==> config.mk <==
export PLATFORM = sky130hd
export DESIGN_NAME = block_ctrl
export DESIGN_NICKNAME = d
export VERILOG_FILES = /design/src/rtl/block_pkg.sv /design/src/rtl/serial_rx36.sv /design/src/rtl/block_ctrl.sv
export SDC_FILE = /design/constraint.sdc
export NUM_CORES = 1
export LEC_CHECK = 0
export ABC_AREA = 1
export BUFFER_PORTS_ARGS = -buffer_cell sky130_fd_sc_hd__buf_2
export CAP_MARGIN = 10
export CORE_MARGIN = 1.5
export CORE_UTILIZATION = 55
export CTS_CLUSTER_SIZE = 10
export DETAILED_ROUTE_END_ITERATION = 10
export GPL_TIMING_DRIVEN = 0
export PLACE_DENSITY = 0.91
export SYNTH_ARGS = -nofsm -noshare
export SYNTH_HDL_FRONTEND = slang
export SYNTH_SLANG_ARGS = --single-unit
==> constraint.sdc <==
create_clock -name clk -period 2.5 [get_ports clk]
set_input_delay 0.125 -clock clk [delete_from_list [all_inputs] [get_ports clk]]
set_output_delay 0.125 -clock clk [all_outputs]
set_load 0.02 [all_outputs]
==> src/rtl/block_pkg.sv <==
// block_pkg: constants, commit field layout and FSM state types shared by
// the block controller and its serial receiver.
package block_pkg;

  // Opcodes understood by the hashing block
  localparam int OPC_INJECT_MAX = 4;
  localparam int OPC_COMMIT     = 7;

  // Result FIFO word layout: metadata in the upper bits, data in the lower bits
  localparam int FIFO_WORD_BITS = 36;
  localparam int DATA_BITS      = 20;
  localparam int META_BITS      = 16;

  // Commit payload field positions within command[15:0]
  localparam int COMMIT_CYCLE_LSB = 0;
  localparam int COMMIT_CYCLE_MSB = 4;
  localparam int COMMIT_INJECT    = 5;
  localparam int COMMIT_SAMPLE    = 6;
  localparam int COMMIT_ID_LSB    = 8;
  localparam int COMMIT_ID_MSB    = 15;

  // Packed view of the commit payload, bit 7 is unused
  typedef struct packed {
    logic [7:0] id;
    logic       reserved;
    logic       sample;
    logic       inject;
    logic [4:0] cycle;
  } commit_fields_t;

  // Command interface states
  typedef enum logic [1:0] {
    CIDLE,
    CSETUP,
    CHOLD
  } cmd_state_e;

  // Result readout states
  typedef enum logic [2:0] {
    RIDLE,
    RREQ,
    RSHIFT,
    ROUT,
    RFLUSH
  } rd_state_e;

endpackage

==> src/rtl/serial_rx36.sv <==
// serial_rx36: collects one 36-bit FIFO word from the LSB-first serial link.
// A start pulse arms the receiver; the next 36 cycles each capture one bit.
module serial_rx36
  import block_pkg::*;
(
  input  logic                      clk,
  input  logic                      rst,
  input  logic                      start,
  input  logic                      abort,
  input  logic                      bit_in,
  output logic                      done,
  output logic [FIFO_WORD_BITS-1:0] word
);

  localparam logic [5:0] LAST_BIT = 6'(FIFO_WORD_BITS - 1);

  logic                      active_q, active_d;
  logic [5:0]                cnt_q, cnt_d;
  logic [FIFO_WORD_BITS-1:0] word_q, word_d;

  // Place each incoming bit at the current counter position; abort discards the partial word
  always_comb begin
    active_d = active_q;
    cnt_d    = cnt_q;
    word_d   = word_q;
    if (abort) begin
      active_d = 1'b0;
      cnt_d    = '0;
      word_d   = '0;
    end else if (start) begin
      active_d = 1'b1;
      cnt_d    = '0;
      word_d   = '0;
    end else if (active_q) begin
      word_d[cnt_q] = bit_in;
      if (cnt_q == LAST_BIT) begin
        active_d = 1'b0;
      end else begin
        cnt_d = cnt_q + 6'd1;
      end
    end
  end

  // Receiver state register
  always_ff @(posedge clk) begin
    if (rst) begin
      active_q <= 1'b0;
      cnt_q    <= '0;
      word_q   <= '0;
    end else begin
      active_q <= active_d;
      cnt_q    <= cnt_d;
      word_q   <= word_d;
    end
  end

  assign done = active_q && (cnt_q == LAST_BIT);
  assign word = word_q;

endmodule

==> src/rtl/block_ctrl.sv <==
// block_ctrl: host-side controller for one hashing block. Drives the command
// bus with a toggle strobe that has guaranteed setup/hold, and drains the
// block's result FIFO over the serial req/bit link into a valid/ready port.
module block_ctrl
  import block_pkg::*;
#(
  parameter int SETUP      = 2,
  parameter int HOLD       = 8,
  parameter int RST_CYCLES = 8
) (
  input  logic        clk,
  input  logic        rst,
  input  logic        cmd_valid,
  output logic        cmd_ready,
  input  logic [2:0]  cmd_opcode,
  input  logic [19:0] cmd_data,
  output logic [19:0] command,
  output logic [2:0]  opcode,
  output logic        async_strobe,
  input  logic        fifo_empty,
  input  logic        fifo_oflow,
  output logic        fifo_req,
  input  logic        fifo_bit,
  output logic        fifo_rst,
  input  logic        flush,
  output logic        rd_valid,
  input  logic        rd_ready,
  output logic [15:0] rd_meta,
  output logic [19:0] rd_data,
  output logic        oflow
);

  localparam logic [7:0] SETUP_INIT = 8'(SETUP - 1);
  localparam logic [7:0] HOLD_INIT  = 8'(HOLD - 1);
  localparam logic [7:0] RST_INIT   = 8'(RST_CYCLES - 1);

  cmd_state_e           cmd_state_q, cmd_state_d;
  logic [7:0]           cmd_cnt_q, cmd_cnt_d;
  logic [DATA_BITS-1:0] command_q, command_d;
  logic [2:0]           opcode_q, opcode_d;
  logic                 strobe_q, strobe_d;

  rd_state_e            rd_state_q, rd_state_d;
  logic [7:0]           rst_cnt_q, rst_cnt_d;
  logic                 oflow_q, oflow_d;

  logic                      rx_start;
  logic                      rx_done;
  logic [FIFO_WORD_BITS-1:0] rx_word;

  // Command handshake: latch the bus on acceptance, count setup, toggle once, then count hold
  always_comb begin
    cmd_state_d = cmd_state_q;
    cmd_cnt_d   = cmd_cnt_q;
    command_d   = command_q;
    opcode_d    = opcode_q;
    strobe_d    = strobe_q;
    unique case (cmd_state_q)
      CIDLE: begin
        if (cmd_valid) begin
          command_d   = cmd_data;
          opcode_d    = cmd_opcode;
          cmd_cnt_d   = SETUP_INIT;
          cmd_state_d = CSETUP;
        end
      end
      CSETUP: begin
        if (cmd_cnt_q == 8'd0) begin
          strobe_d    = ~strobe_q;
          cmd_cnt_d   = HOLD_INIT;
          cmd_state_d = CHOLD;
        end else begin
          cmd_cnt_d = cmd_cnt_q - 8'd1;
        end
      end
      CHOLD: begin
        if (cmd_cnt_q == 8'd0) begin
          cmd_state_d = CIDLE;
        end else begin
          cmd_cnt_d = cmd_cnt_q - 8'd1;
        end
      end
      default: cmd_state_d = CIDLE;
    endcase
  end

  // Command state register; reset abandons any command in progress
  always_ff @(posedge clk) begin
    if (rst) begin
      cmd_state_q <= CIDLE;
      cmd_cnt_q   <= '0;
      command_q   <= '0;
      opcode_q    <= '0;
      strobe_q    <= 1'b0;
    end else begin
      cmd_state_q <= cmd_state_d;
      cmd_cnt_q   <= cmd_cnt_d;
      command_q   <= command_d;
      opcode_q    <= opcode_d;
      strobe_q    <= strobe_d;
    end
  end

  // Readout sequencing: request, shift 36 bits, present, with flush overriding every state
  always_comb begin
    rd_state_d = rd_state_q;
    rst_cnt_d  = rst_cnt_q;
    rx_start   = 1'b0;
    if (flush) begin
      rd_state_d = RFLUSH;
      rst_cnt_d  = RST_INIT;
    end else begin
      unique case (rd_state_q)
        RIDLE: begin
          if (!fifo_empty) begin
            rd_state_d = RREQ;
          end
        end
        RREQ: begin
          rx_start   = 1'b1;
          rd_state_d = RSHIFT;
        end
        RSHIFT: begin
          if (rx_done) begin
            rd_state_d = ROUT;
          end
        end
        ROUT: begin
          if (rd_ready) begin
            rd_state_d = RIDLE;
          end
        end
        RFLUSH: begin
          if (rst_cnt_q == 8'd0) begin
            rd_state_d = RIDLE;
          end else begin
            rst_cnt_d = rst_cnt_q - 8'd1;
          end
        end
        default: rd_state_d = RIDLE;
      endcase
    end
  end

  // Sticky overflow flag; a flush in the same cycle as an overflow wins
  always_comb begin
    oflow_d = oflow_q;
    if (flush) begin
      oflow_d = 1'b0;
    end else if (fifo_oflow && (rd_state_q != RFLUSH)) begin
      oflow_d = 1'b1;
    end
  end

  // Readout state register
  always_ff @(posedge clk) begin
    if (rst) begin
      rd_state_q <= RIDLE;
      rst_cnt_q  <= '0;
      oflow_q    <= 1'b0;
    end else begin
      rd_state_q <= rd_state_d;
      rst_cnt_q  <= rst_cnt_d;
      oflow_q    <= oflow_d;
    end
  end

  serial_rx36 u_rx (
    .clk    (clk),
    .rst    (rst),
    .start  (rx_start),
    .abort  (flush),
    .bit_in (fifo_bit),
    .done   (rx_done),
    .word   (rx_word)
  );

  assign cmd_ready    = (cmd_state_q == CIDLE) && !rst;
  assign command      = command_q;
  assign opcode       = opcode_q;
  assign async_strobe = strobe_q;

  assign fifo_req = (rd_state_q == RREQ);
  assign fifo_rst = rst || (rd_state_q == RFLUSH);
  assign rd_valid = (rd_state_q == ROUT);
  assign rd_meta  = rx_word[FIFO_WORD_BITS-1:DATA_BITS];
  assign rd_data  = rx_word[DATA_BITS-1:0];
  assign oflow    = oflow_q;

endmodule

After elaboration in Yosys (flattened, before gate mapping)
Index checks and enable logic that the tools add are counted.
{ "word_totals": {"out_inout_bits": 65, "rom_bits": 0, "latchBits": 0, "mem_bits_rw": 0, "elab_cells": 90, "regBits": 89, "inputBits": 31, "mem_count": 0} }
{ "classes": {"magnitude_cmp": 2, "div": 0, "bitwise": 3, "shift": 0, "n_eq_ne": 21, "muxes": 25, "reduce_logical": 23, "add_sub_neg": 3, "multipliers": 0} }
{ "op_table": {"columns": ["operator", "n"], "rows": [
  ["$bwmux W36", 1],
  ["$mux W3", 8],
  ["$mux W8", 3],
  ["$pmux W8 S3", 1],
  ["$logic_not A8 Y1", 2],
  ["$ne A2 B2 Y1 const B", 8],
  ["$sub A8 B1 Y8 const B", 2],
  ["$pmux W3 S5", 1],
  ["$ne A3 B3 Y1 const B", 4],
  ["$reduce_and A2 Y1", 5],
  ["$reduce_and A4 Y1", 2],
  ["$lt A6 B7 Y1 const B", 1],
  ["$add A6 B1 Y6 const B", 1],
  ["$demux W1 S6", 1],
  ["$eq A3 B2 Y1 const B", 2],
  ["$eq A6 B6 Y1 const B", 1],
  ["$ge A6 B1 Y1 const B", 1],
  ["$mux W1", 6],
  ["$mux W2", 3],
  ["$pmux W2 S3", 1],
  ["$reduce_and A3 Y1", 2],
  ["$logic_and A1 B1 Y1", 4],
  ["$eq A3 B1 Y1 const B", 1],
  ["$eq A3 B3 Y1 const B", 1],
  ["other kinds (13)", 15]
]} }

Longest topological paths before layout
Gate-level depths: netlist of run 1.
{ "depth": {"depth_word": 5, "ltp_mapped": 10} }

Cells and area by module
Synthesis of run 1 repeated with hierarchy kept, for this count alone.
{ "hier_totals": {"cells_unflattened": 618, "area_unflattened_um2": 4202.8} }
{ "modules_own_cells": {"columns": ["mod", "cells_per_inst", "n_inst", "area_each_um2"], "rows": [
  ["block_ctrl", 315, 1, 2223.4],
  ["serial_rx36", 303, 1, 1979.4]
]} }

Worst setup path before layout of run 1
OpenSTA, ideal clock, no wires.
{ "synth_timing": {"path_kind": "reg-to-reg", "from": "register cmd_state_q[0]", "to": "register cmd_cnt_q[1]", "period_less_slack_ps": 1403, "path_slack_ps": 1097, "stages_incl_launch_ff": 8, "n_path_buf": 0, "t_arrival_ps": 1332, "setup_ps": 71, "path_cell_list": "dfxtp_1 -> inv_1 -> ha_1 -> a21oi_4 -> nand2_1 -> a21oi_1 -> nand3_1 -> a21oi_1"} }
{ "synth_via": {"elab_chain_len": 3} }
{ "synth_lines": {"columns": ["element", "line", "source"], "rows": [
  ["from (decl)", "block_ctrl.sv:37", "cmd_state_e cmd_state_q, cmd_state_d;"],
  ["from (signal assigned)", "block_ctrl.sv:96", "cmd_state_q <= cmd_state_d;"],
  ["$eq A2 B2 Y1, or another cell as far along", "block_ctrl.sv:58", "unique case (cmd_state_q)"],
  ["$ne A2 B2 Y1 (no line) or $reduce_bool A3 Y1 (tied branches)", null, null],
  ["$reduce_and A3 Y1 (no line)", null, null],
  ["to (signal assigned)", "block_ctrl.sv:97", "cmd_cnt_q <= cmd_cnt_d;"],
  ["to (decl)", "block_ctrl.sv:38", "logic [7:0] cmd_cnt_q, cmd_cnt_d;"]
]} }
Several ways; a longest one is shown, not always the timed one.
A chain may end at the register's enable or synchronous reset.

Final worst setup path of run 1
{ "layout_timing": {"from": "input port rst", "to": "output port fifo_rst"} }
{ "layout_via": {"elab_chain_len": 1} }
{ "layout_lines": {"columns": ["element", "line", "source"], "rows": [
  ["from (decl)", "block_ctrl.sv:12", "input logic rst,"],
  ["$logic_or A1 B1 Y1", "block_ctrl.sv:184", "assign fifo_rst = rst || (rd_state_q == RFLUSH);"],
  ["to (decl)", "block_ctrl.sv:24", "output logic fifo_rst,"]
]} }
Every way passes these cells.

==> results of run 1 <==
final cells by class:
class	instances	area (um2)	share of cell area
multi-input cells	389	1954	0.4016
flip-flops and latches	89	1782	0.3662
repair buffers	97	500.5	0.1029
inverters	57	214.0	0.04397
clock inverters	5	63.81	0.01311
clock buffers	11	131.4	0.02700
well taps	99	123.9	0.02546
plain buffers	18	96.34	0.01980
worst min path at each step:
stage                   from                   endpoint  slack, ps  cells after the start
2_1_floorplan            rst  cmd_cnt_q[2]$_SDFFE_PP0P_        190                      1
5_1_grt         cmd_data[13]   command[13]$_SDFFE_PP0P_         20                      3
6_report       cmd_opcode[0]     opcode[0]$_SDFFE_PP0P_          3                      3
3_3_place_gp             rst  cmd_cnt_q[4]$_SDFFE_PP0P_        350                      2
3_5_place_dp             rst  cmd_cnt_q[4]$_SDFFE_PP0P_        340                      2
4_1_cts        cmd_opcode[0]     opcode[0]$_SDFFE_PP0P_        0.5                      3
stage by stage:
stage	setup slack (ps)	util
after global routing	565.6	0.6781
after floorplan	1097	-
after CTS	698.2	0.6781
after detailed placement	838.7	0.6467
final	708.5	0.6781
after global placement	937.5	0.6467
where the power goes:
group	internal, uW	switching [uW]
Combinational	444	866
Clock	472	530
Sequential	1570	104
Total	2490	1500
placed cells by master, fill, tap and decap left out, types with 3 or more instances in the layout:
master | Yosys | layout
o21ai_0 | 44 | 44
nand4_1 | 5 | 5
nand2_4 | 4 | 4
a21oi_1 | 61 | 61
dlygate4sd3_1 | 0 | 3
dfxtp_1 | 89 | 89
xor2_1 | 5 | 5
nor2_4 | 7 | 7
nand2_1 | 87 | 87
nor3_1 | 20 | 20
nand2_2 | 5 | 5
inv_2 | 13 | 13
buf_2 | 4 | 98
inv_1 | 44 | 44
nand3_1 | 41 | 41
clkbuf_8 | 0 | 9
nor2_1 | 84 | 84
buf_4 | 4 | 4
ha_1 | 10 | 10
clkbuf_1 | 8 | 10
o21ai_1 | 6 | 6
cell usage after synthesis (all sizes together):
master	n
o21ai	52
o31ai	1
nor3	21
nand2	96
nand4	5
a21oi	62
dfxtp	89
nand3	42
o211ai	1
inv	57
nor2	93
xnor2	1
clkbuf	9
ha	10
xor2	5
buf	9
flip-flops by register name (all words and copies together) (netlist names):
name and count:
rd_state_q 3, opcode 3, command 20, u_rx.word 36, u_rx.active_q 1, async_strobe 1
oflow 1, rst_cnt_q 8, cmd_cnt_q 8, cmd_state_q 2, u_rx.cnt_q 6
timing repair:
item,4_1_cts,5_1_grt
hold buffers,3,0
resized for setup,0,0
setup endpoints to repair,0,0
endpoints found under the hold margin,4,0
logic make-up after synthesis:
family,after synthesis,share of synthesized area
compound gates,116,0.1494
buf+inv,75,0.07669
fa+ha+maj,10,0.03092
xor+xnor,6,0.01299
simple gates,257,0.2897
flops,89,0.4403
critical path: stages:
cell and delay [ps]:
dlygate4sd3_1 520, buf_2 140, inv_1 230, clkbuf_1 390
nand2_1 90, buf_2 170
per-layer routing:
layer / up-vias / track usage / part of all wire
met5: - / 0 / 0
met4: 0 / 0.1080 / 0.020
met3: 19 / 0.03918 / 0.060
met2: 154 / 0.4594 / 0.50
met1: 1836 / 0.3179 / 0.42
li1: 2014 / - / -
==> impl_metrics.tcl, run 1 <==
set metrics [dict create \
    outcome "complete, no violations" \
    dieArea_mm2 0.007881 \
    rows 31 \
    cp-endpoint "fifo_rst" \
    initial_core_util 0.5639 \
    r2r_slack_ps 790 \
    first_pass_iters 5 \
    synthesis.nets 594 \
    tightest_slew_ps 480.1 \
    core_region_area_mm2 0.007176 \
    overflow 0 \
    p_leak_uw 0.002187 \
    critPathKind "primary input to output pin" \
    r2r_cells 7 \
    cp.arrival_ps 1670 \
    p_per_area_mw_per_mm2 819.6 \
    post-route-period-util 0.7166 \
    netlist_area_mm2 0.004046 \
    grt_max_degree 16 \
    finalMaxSlewViolations 0 \
    fin_skew_ps 11.97 \
    clock_latency_ps 360 \
    synth_cells 553 \
    final_cell_area_mm2 0.004866 \
    areaGrowthSynthToFinish_pct 20.25 \
    hold_class "primary input to flop" \
    ios 96 \
    synthTopCellsByArea "dfxtp_1 (44%), nand2_1 (8.1%), nor2_1 (7.8%)" \
    hold_slack_ps 2.723 \
    vdd_drop_max_v 0.0005934 \
    grt_pass1_vias 3557 \
    critPathLaunchType "primary input" \
    cts.sinks 89 \
    die_h_um 88.78 \
    cts_setup_buffers 0 \
    nets 702 \
    yosysTopAreaCellShare 0.4403 \
    wl_per_cell_um 12.90 \
    setup_violations 0 \
    drv_cap 0 \
    wl_um 9870 \
    drive_gt1_frac 0.2312 \
    cts_tree "built" \
    rsz0062_at_grt "no" \
    via_count 4023 \
    drc 0 \
    slew-limit-headroom 0.6799 \
    post-place-cells 746 \
    cp-startpoint "rst" \
    postSynthAreaPerCell_um2 7.317 \
    die_w_um 88.78 \
    ys_ff_latch 89 \
    tns_ps 0 \
    dp_hpwl_um 7143 \
    first_iter_violations 248 \
    antenna_found_initial 0 \
    cts_buffer_depth 2 \
    fmax_mhz 558.2 \
    cp-end-kind "output pin" \
    worstPathMaxFanout 10 \
    synth_cell_types 29 \
    postPlaceCellArea_mm2 0.004641 \
    post_drt_via_cell_ratio 5.259 \
    cts_buffers 9 \
    antenna_left 0 \
    yosys_warnings 0 \
    cts.clk_slew.worst_paths_ps 100 \
    grt_usage 0.2612 \
    cts_root_buffer "clkbuf_8" \
    power_uw 3988 \
    period_needed_ps 1792 \
    required_ps 2380 \
    fillCellCount 583 \
    antenna_cells 0 \
    place.gp.congestion 0.8913 \
    cts_max_level 3 \
    port_buffers 94 \
    r2r-start "cmd_state_q[0]$_SDFFE_PP0P_" \
    grt_pass1_wl_um 16010 \
    finalHoldViolCount 0 \
    stdcell_count 765 \
    seq_area_frac_synth 0.4403 \
    yosys.area.top_type "dfxtp_1" \
    reg2reg_to "cmd_cnt_q[4]$_SDFFE_PP0P_" \
]
Power figures use the tool's default switching activity.
==> run 2: changes to the inputs <==
--- a/config.mk
+++ b/config.mk
@@ -9,11 +9,11 @@
 export BUFFER_PORTS_ARGS = -buffer_cell sky130_fd_sc_hd__buf_2
 export CAP_MARGIN = 10
 export CORE_MARGIN = 1.5
-export CORE_UTILIZATION = 55
+export CORE_UTILIZATION = 53
 export CTS_CLUSTER_SIZE = 10
 export DETAILED_ROUTE_END_ITERATION = 10
 export GPL_TIMING_DRIVEN = 0
-export PLACE_DENSITY = 0.91
+export PLACE_DENSITY = 0.88
 export SYNTH_ARGS = -nofsm -noshare
 export SYNTH_HDL_FRONTEND = slang
 export SYNTH_SLANG_ARGS = --single-unit
==> constraint.sdc (replaced) <==
create_clock -name clk -period 1.75 [get_ports clk]
set_input_delay 0.0875 -clock clk [delete_from_list [all_inputs] [get_ports clk]]
set_output_delay 0.0875 -clock clk [all_outputs]
set_load 0.02 [all_outputs]
==> run 2 against run 1 <==
Effect of this change:
- die area is 3.6% higher
- register-to-register slack got worse by 670 ps
- first-iteration DRC count rose by 8.9%
- flip-flop and latch count unchanged
- global-route usage up 0.48 points
- critical endpoint is now cmd_cnt_q[1]$_SDFFE_PP0P_
==> impl_metrics.tcl, run 2 (same netlist as run 1, synthesis figures left out) <==
set metrics [dict create \
    outcome "complete, no violations" \
    finalMaxSlewViolations 0 \
    largest_reg_flops 36 \
    cts_root_buffer "clkbuf_8" \
    reg2reg_to "cmd_cnt_q[1]$_SDFFE_PP0P_" \
    required_ps 2050 \
    layout_commonest_cell "buf_2" \
    slew-limit-headroom 0.6682 \
    rows 31 \
    port_buffers 94 \
    cts_tree "built" \
    die_w_um 90.38 \
    fillCellCount 598 \
    hold_class "primary input to flop" \
    power_switching_share 0.3692 \
    cp.arrival_ps 1930 \
    grt_usage 0.2659 \
    clock_latency_ps 370 \
    fmax_mhz 613.2 \
    dp_slack_ps 65.27 \
    hold_slack_ps 7.463 \
    drv_cap 0 \
    grt_pass1_vias 3868 \
    grt_max_degree 16 \
    p_int_uw 3743 \
    p_per_area_mw_per_mm2 1162 \
    min_path_cells 3 \
    nets 722 \
    power.clock.fraction 0.264 \
    cts.sinks 89 \
    overflow 0 \
    critPathLaunchType "flop" \
    cp-startpoint "cmd_state_q[1]$_SDFFE_PP0P_" \
    cts_setup_buffers 0 \
    drive_gt1_frac 0.2332 \
    place.gp.congestion 0.8553 \
    dp_hpwl_um 7263 \
    period_needed_ps 1631 \
    antenna_cells 0 \
    comb_power_share 0.332 \
    wl_per_cell_um 13.54 \
    r2r-start "cmd_state_q[1]$_SDFFE_PP0P_" \
    rsz0062_at_grt "no" \
    cts_buffers 9 \
    cts_buffer_depth 2 \
    cp-endpoint "cmd_cnt_q[1]$_SDFFE_PP0P_" \
    r2r_slack_ps 120 \
    layout_common_cells "buf_2 (98), dfxtp_1 (88), nand2_1 (87)" \
    first_pass_iters 5 \
    ios 96 \
    drc 0 \
    post-route-period-util 0.9318 \
    p_sw_uw 2191 \
    wl_um 10630 \
    tns_ps 0 \
    first_iter_violations 270 \
    worstPathMaxFanout 4 \
    finalHoldViolCount 0 \
    cp-end-kind "flop" \
    fin_skew_ps 13.02 \
    seqPwrFrac 0.404 \
    fin_util 0.6965 \
    grt_pass1_wl_um 17690 \
    tightest_slew_ps 497.8 \
    p_leak_uw 0.002291 \
    core_region_area_mm2 0.007331 \
    antenna_found_initial 0 \
    cts.clk_slew.worst_paths_ps 90 \
    cts_max_level 3 \
    antenna_left 0 \
    dieArea_mm2 0.008168 \
    setup_violations 0 \
    initial_core_util 0.5520 \
    r2r_cells 7 \
    die_h_um 90.38 \
    areaGrowthSynthToFinish_pct 26.19 \
    vdd_drop_max_v 0.0006938 \
    post_drt_via_cell_ratio 5.270 \
    critPathKind "flop to flop" \
    fin_ws_ps 119.3 \
    via_count 4137 \
]
run 2: cell count changes in the layout (fill, tap and decap cells not counted):
cell | previous run | this run
dlygate4sd3_1 | 3 | 23
clkinv_4 | 1 | 0
nor2_2 | 2 | 3
clkinv_2 | 0 | 1
dfxtp_1 | 89 | 88
clkbuf_1 | 10 | 7
nor2_1 | 84 | 83
dfxtp_2 | 0 | 1
bufinv_16 | 1 | 2
clkbuf_2 | 1 | 3
a21oi_4 | 1 | 2
a21oi_1 | 61 | 60
run 2: critical path, cell delays in order (launching register included):
cell and delay, ps:
dfxtp_1 390, inv_1 100, ha_1 260, a21oi_4 220, nand2_1 140, a21oi_4 190, nand3_1 120, a21oi_1 140
run 2: cell type report:
class	count	area, um2	area share
multi-input combinational	389	1968	0.3854
tap	99	123.9	0.02426
buffer	18	98.84	0.01936
inverter	57	214.0	0.04190
sequential	89	1783	0.3492
clock buffer	10	127.6	0.02499
timing repair buffer	117	700.7	0.1372
clock inverter	6	90.09	0.01764
run 2: how the worst min path moves through the flow:
stage / start / endpoint / slack, ps
2_1_floorplan: rst / cmd_cnt_q[2]$_SDFFE_PP0P_ / 160
3_3_place_gp: rst / cmd_cnt_q[4]$_SDFFE_PP0P_ / 320
3_5_place_dp: rst / cmd_cnt_q[4]$_SDFFE_PP0P_ / 310
4_1_cts: cmd_data[8] / command[8]$_SDFFE_PP0P_ / 4
5_1_grt: cmd_data[5] / command[5]$_SDFFE_PP0P_ / 4
6_report: cmd_data[5] / command[5]$_SDFFE_PP0P_ / 7
run 2: layer usage:
layer	share of wire	track usage	vias up
li1	-	-	2057
met1	0.42	0.3189	1883
met2	0.49	0.4590	166
met3	0.060	0.04293	31
met4	0.034	0.1336	0
met5	0	0	-
run 2: repair_timing:
action	CTS	global route
endpoints found under the hold margin	24	0
setup endpoints to repair	0	19
hold buffers	23	0
resized for setup	0	8
run 2: power by group through the flow:
stage | registers (uW) | clock network [uW] | logic (uW)
2_1_floorplan | 2590 | 0 | 1190
3_3_place_gp | 2420 | 0 | 1760
3_5_place_dp | 2430 | 0 | 1820
4_1_cts | 2390 | 1580 | 1880
5_1_grt | 2420 | 1680 | 2210
6_report | 2400 | 1560 | 1970
run 2: per-stage QoR:
stage | cells | total power, uW | area (um2)
finish | 785 | 5934 | 5106
global placement | 746 | 4182 | 4641
floorplan | 553 | 3789 | 4046
detailed placement | 746 | 4257 | 4641
CTS | 785 | 5856 | 5089
global route | 785 | 6305 | 5106
==> run 3: changes to the inputs <==
--- a/config.mk
+++ b/config.mk
@@ -9,11 +9,11 @@
 export BUFFER_PORTS_ARGS = -buffer_cell sky130_fd_sc_hd__buf_2
 export CAP_MARGIN = 10
 export CORE_MARGIN = 1.5
-export CORE_UTILIZATION = 53
+export CORE_UTILIZATION = 45
 export CTS_CLUSTER_SIZE = 10
 export DETAILED_ROUTE_END_ITERATION = 10
 export GPL_TIMING_DRIVEN = 0
-export PLACE_DENSITY = 0.88
+export PLACE_DENSITY_LB_ADDON = 0.3
 export SYNTH_ARGS = -nofsm -noshare
 export SYNTH_HDL_FRONTEND = slang
 export SYNTH_SLANG_ARGS = --single-unit
==> run 3 against run 2 <==
Effect of this change:
- core utilization down 12 points
- worst hold slack better by 1.5 ps
- sequential share of layout area up 0.24 points
- register-to-register slack better by 20 ps
- via count down 0.70%
- count of clock-buffer cells in the layout unchanged
- worst setup slack better by 24 ps
- die area up 17%
- clock power down 19%
- cell area down 0.76%
- cell count up 1.3%
- fmax up 1.5%
- critical endpoint is now cmd_state_q[0]$_SDFFE_PP0P_
- largest power group unchanged
==> impl_metrics.tcl, run 3 (same netlist as run 1, synthesis figures left out) <==
set metrics [dict create \
    drc 0 \
    grt_pass1_vias 3884 \
    antenna_cells 0 \
    multiInputGateArea_mm2 0.001954 \
    cp-end-kind "flop" \
    antenna_found_initial 0 \
    hold_class "primary input to flop" \
    cts_buffer_depth 2 \
    cts_buffers 9 \
    wl_per_cell_um 13.29 \
    clock_latency_ps 370 \
    critPathKind "flop to flop" \
    cp.arrival_ps 1860 \
    grt_usage 0.2240 \
    grt_pass1_wl_um 17670 \
    cts_max_level 3 \
    ff_latch_area_mm2 0.001782 \
    r2r_slack_ps 140 \
    r2r-start "cmd_state_q[0]$_SDFFE_PP0P_" \
    overflow 0 \
    via_count 4108 \
    antenna_left 0 \
    place.gp.congestion 0.8837 \
    min-delay-start "cmd_data[16]" \
    min_to "command[16]$_SDFFE_PP0P_" \
    p_per_area_mw_per_mm2 1101 \
    r2r_cells 8 \
    largest_reg_flops 36 \
    rows 34 \
    crit_path_cell_trace "inv_1 > ha_1 > nor2_1 > inv_1 > o21ai_2 > nand2_1 > o21ai_0 > nor2_1" \
    first_iter_violations 172 \
    cts.clk_slew.worst_paths_ps 90 \
    reg2reg_to "cmd_state_q[0]$_SDFFE_PP0P_" \
    areaGrowthSynthToFinish_pct 25.23 \
    finalHoldViolCount 0 \
    period_needed_ps 1606 \
    ios 96 \
    layout_common_cells "buf_2 (98), dfxtp_1 (89), nand2_1 (87)" \
    layout_commonest_cell "buf_2" \
    hold_slack_ps 8.994 \
    drv_cap 0 \
    nets 723 \
    cts_root_buffer "clkbuf_8" \
    fmax_mhz 622.6 \
    required_ps 2010 \
    tightest_slew_ps 502.9 \
    dp_hpwl_um 7448 \
    wl_um 10560 \
    port_buffers 94 \
    crit_path_top_delay_cell "dfxtp_1" \
    max_stage_delay_ps 390 \
    die_w_um 97.83 \
    drive_gt1_frac 0.2285 \
    slew-limit-headroom 0.6647 \
    fillCellCount 824 \
    first_pass_iters 4 \
    initial_core_util 0.4640 \
    dieArea_mm2 0.009570 \
    finalMaxSlewViolations 0 \
    critical_path_buf_inv_count 2 \
    vdd_drop_max_v 0.0009505 \
    worstPathMaxFanout 4 \
    grt_max_degree 16 \
    core_region_area_mm2 0.008721 \
    fin_skew_ps 16.88 \
    cts.sinks 89 \
    post_drt_via_cell_ratio 5.167 \
    post-route-period-util 0.9179 \
    rsz0062_at_grt "no" \
    tns_ps 0 \
    min_path_cells 3 \
    cts_tree "built" \
    p_leak_uw 0.002264 \
    outcome "complete, no violations" \
    die_h_um 97.83 \
    crit_family "flip-flops" \
    setup_violations 0 \
    critPathLaunchType "flop" \
]
run 3: final cells by class:
type / count / share of cell area
tap: 108 / 0.02667
multi-input combinational: 389 / 0.3857
buffer: 18 / 0.01951
sequential: 89 / 0.3516
clock buffer: 10 / 0.02519
timing repair buffer: 118 / 0.1402
clock inverter: 6 / 0.008889
inverter: 57 / 0.04222
run 3: how the worst max path moves through the flow:
stage                                start                           to  slack (ps)  cells after the start
2_1_floorplan  cmd_state_q[0]$_SDFFE_PP0P_    cmd_cnt_q[1]$_SDFFE_PP0P_         350                      7
3_3_place_gp   cmd_state_q[0]$_SDFFE_PP0P_    cmd_cnt_q[1]$_SDFFE_PP0P_         180                      7
3_5_place_dp   cmd_state_q[0]$_SDFFE_PP0P_     command[13]$_SDFFE_PP0P_         170                      6
4_1_cts        cmd_state_q[0]$_SDFFE_PP0P_     command[13]$_SDFFE_PP0P_         140                      6
5_1_grt        cmd_state_q[0]$_SDFFE_PP0P_    cmd_cnt_q[1]$_SDFFE_PP0P_          20                      7
6_report       cmd_state_q[0]$_SDFFE_PP0P_  cmd_state_q[0]$_SDFFE_PP0P_         140                      8
run 3: through the flow:
| stage | cells | total power (uW) | instance area, um2 | setup WS, ps | util |
|---|---|---|---|---|---|
| 6_report | 795 | 5580 | 5067 | 143.7 | 0.5811 |
| 4_1_cts | 795 | 5563 | 5065 | 144.3 | 0.5808 |
| 3_3_place_gp | 755 | 4198 | 4652 | 182.2 | 0.5334 |
| 2_1_floorplan | 553 | 3789 | 4046 | 347.3 | - |
| 5_1_grt | 795 | 5937 | 5067 | 18.97 | 0.5811 |
| 3_5_place_dp | 755 | 4255 | 4652 | 165.1 | 0.5334 |
run 3: worst min-delay path, cell delays in order:
cell     delay, ps
buf_2           80
o21ai_0         80
nor2_1          80
run 3: power breakdown:
group | internal [uW] | total [uW] | switching (uW)
logic | 668 | 1910 | 1240
clock network | 518 | 1270 | 756
registers | 2250 | 2400 | 152
total | 3430 | 5580 | 2150
run 3: timing repair:
item	CTS	global route
hold buffers	24	0
resized for setup	0	4
setup endpoints to repair	0	4
buffers inserted	0	0
hold endpoints to repair	25	0
run 3: metal layers:
metal	global-route usage	routed length (um)	vias to the layer above
met2	0.3968	5325	130
met1	0.2626	4454	1898
li1	-	-	2063
met3	0.05870	594	17
met5	0	0	-
met4	0.07253	189	0
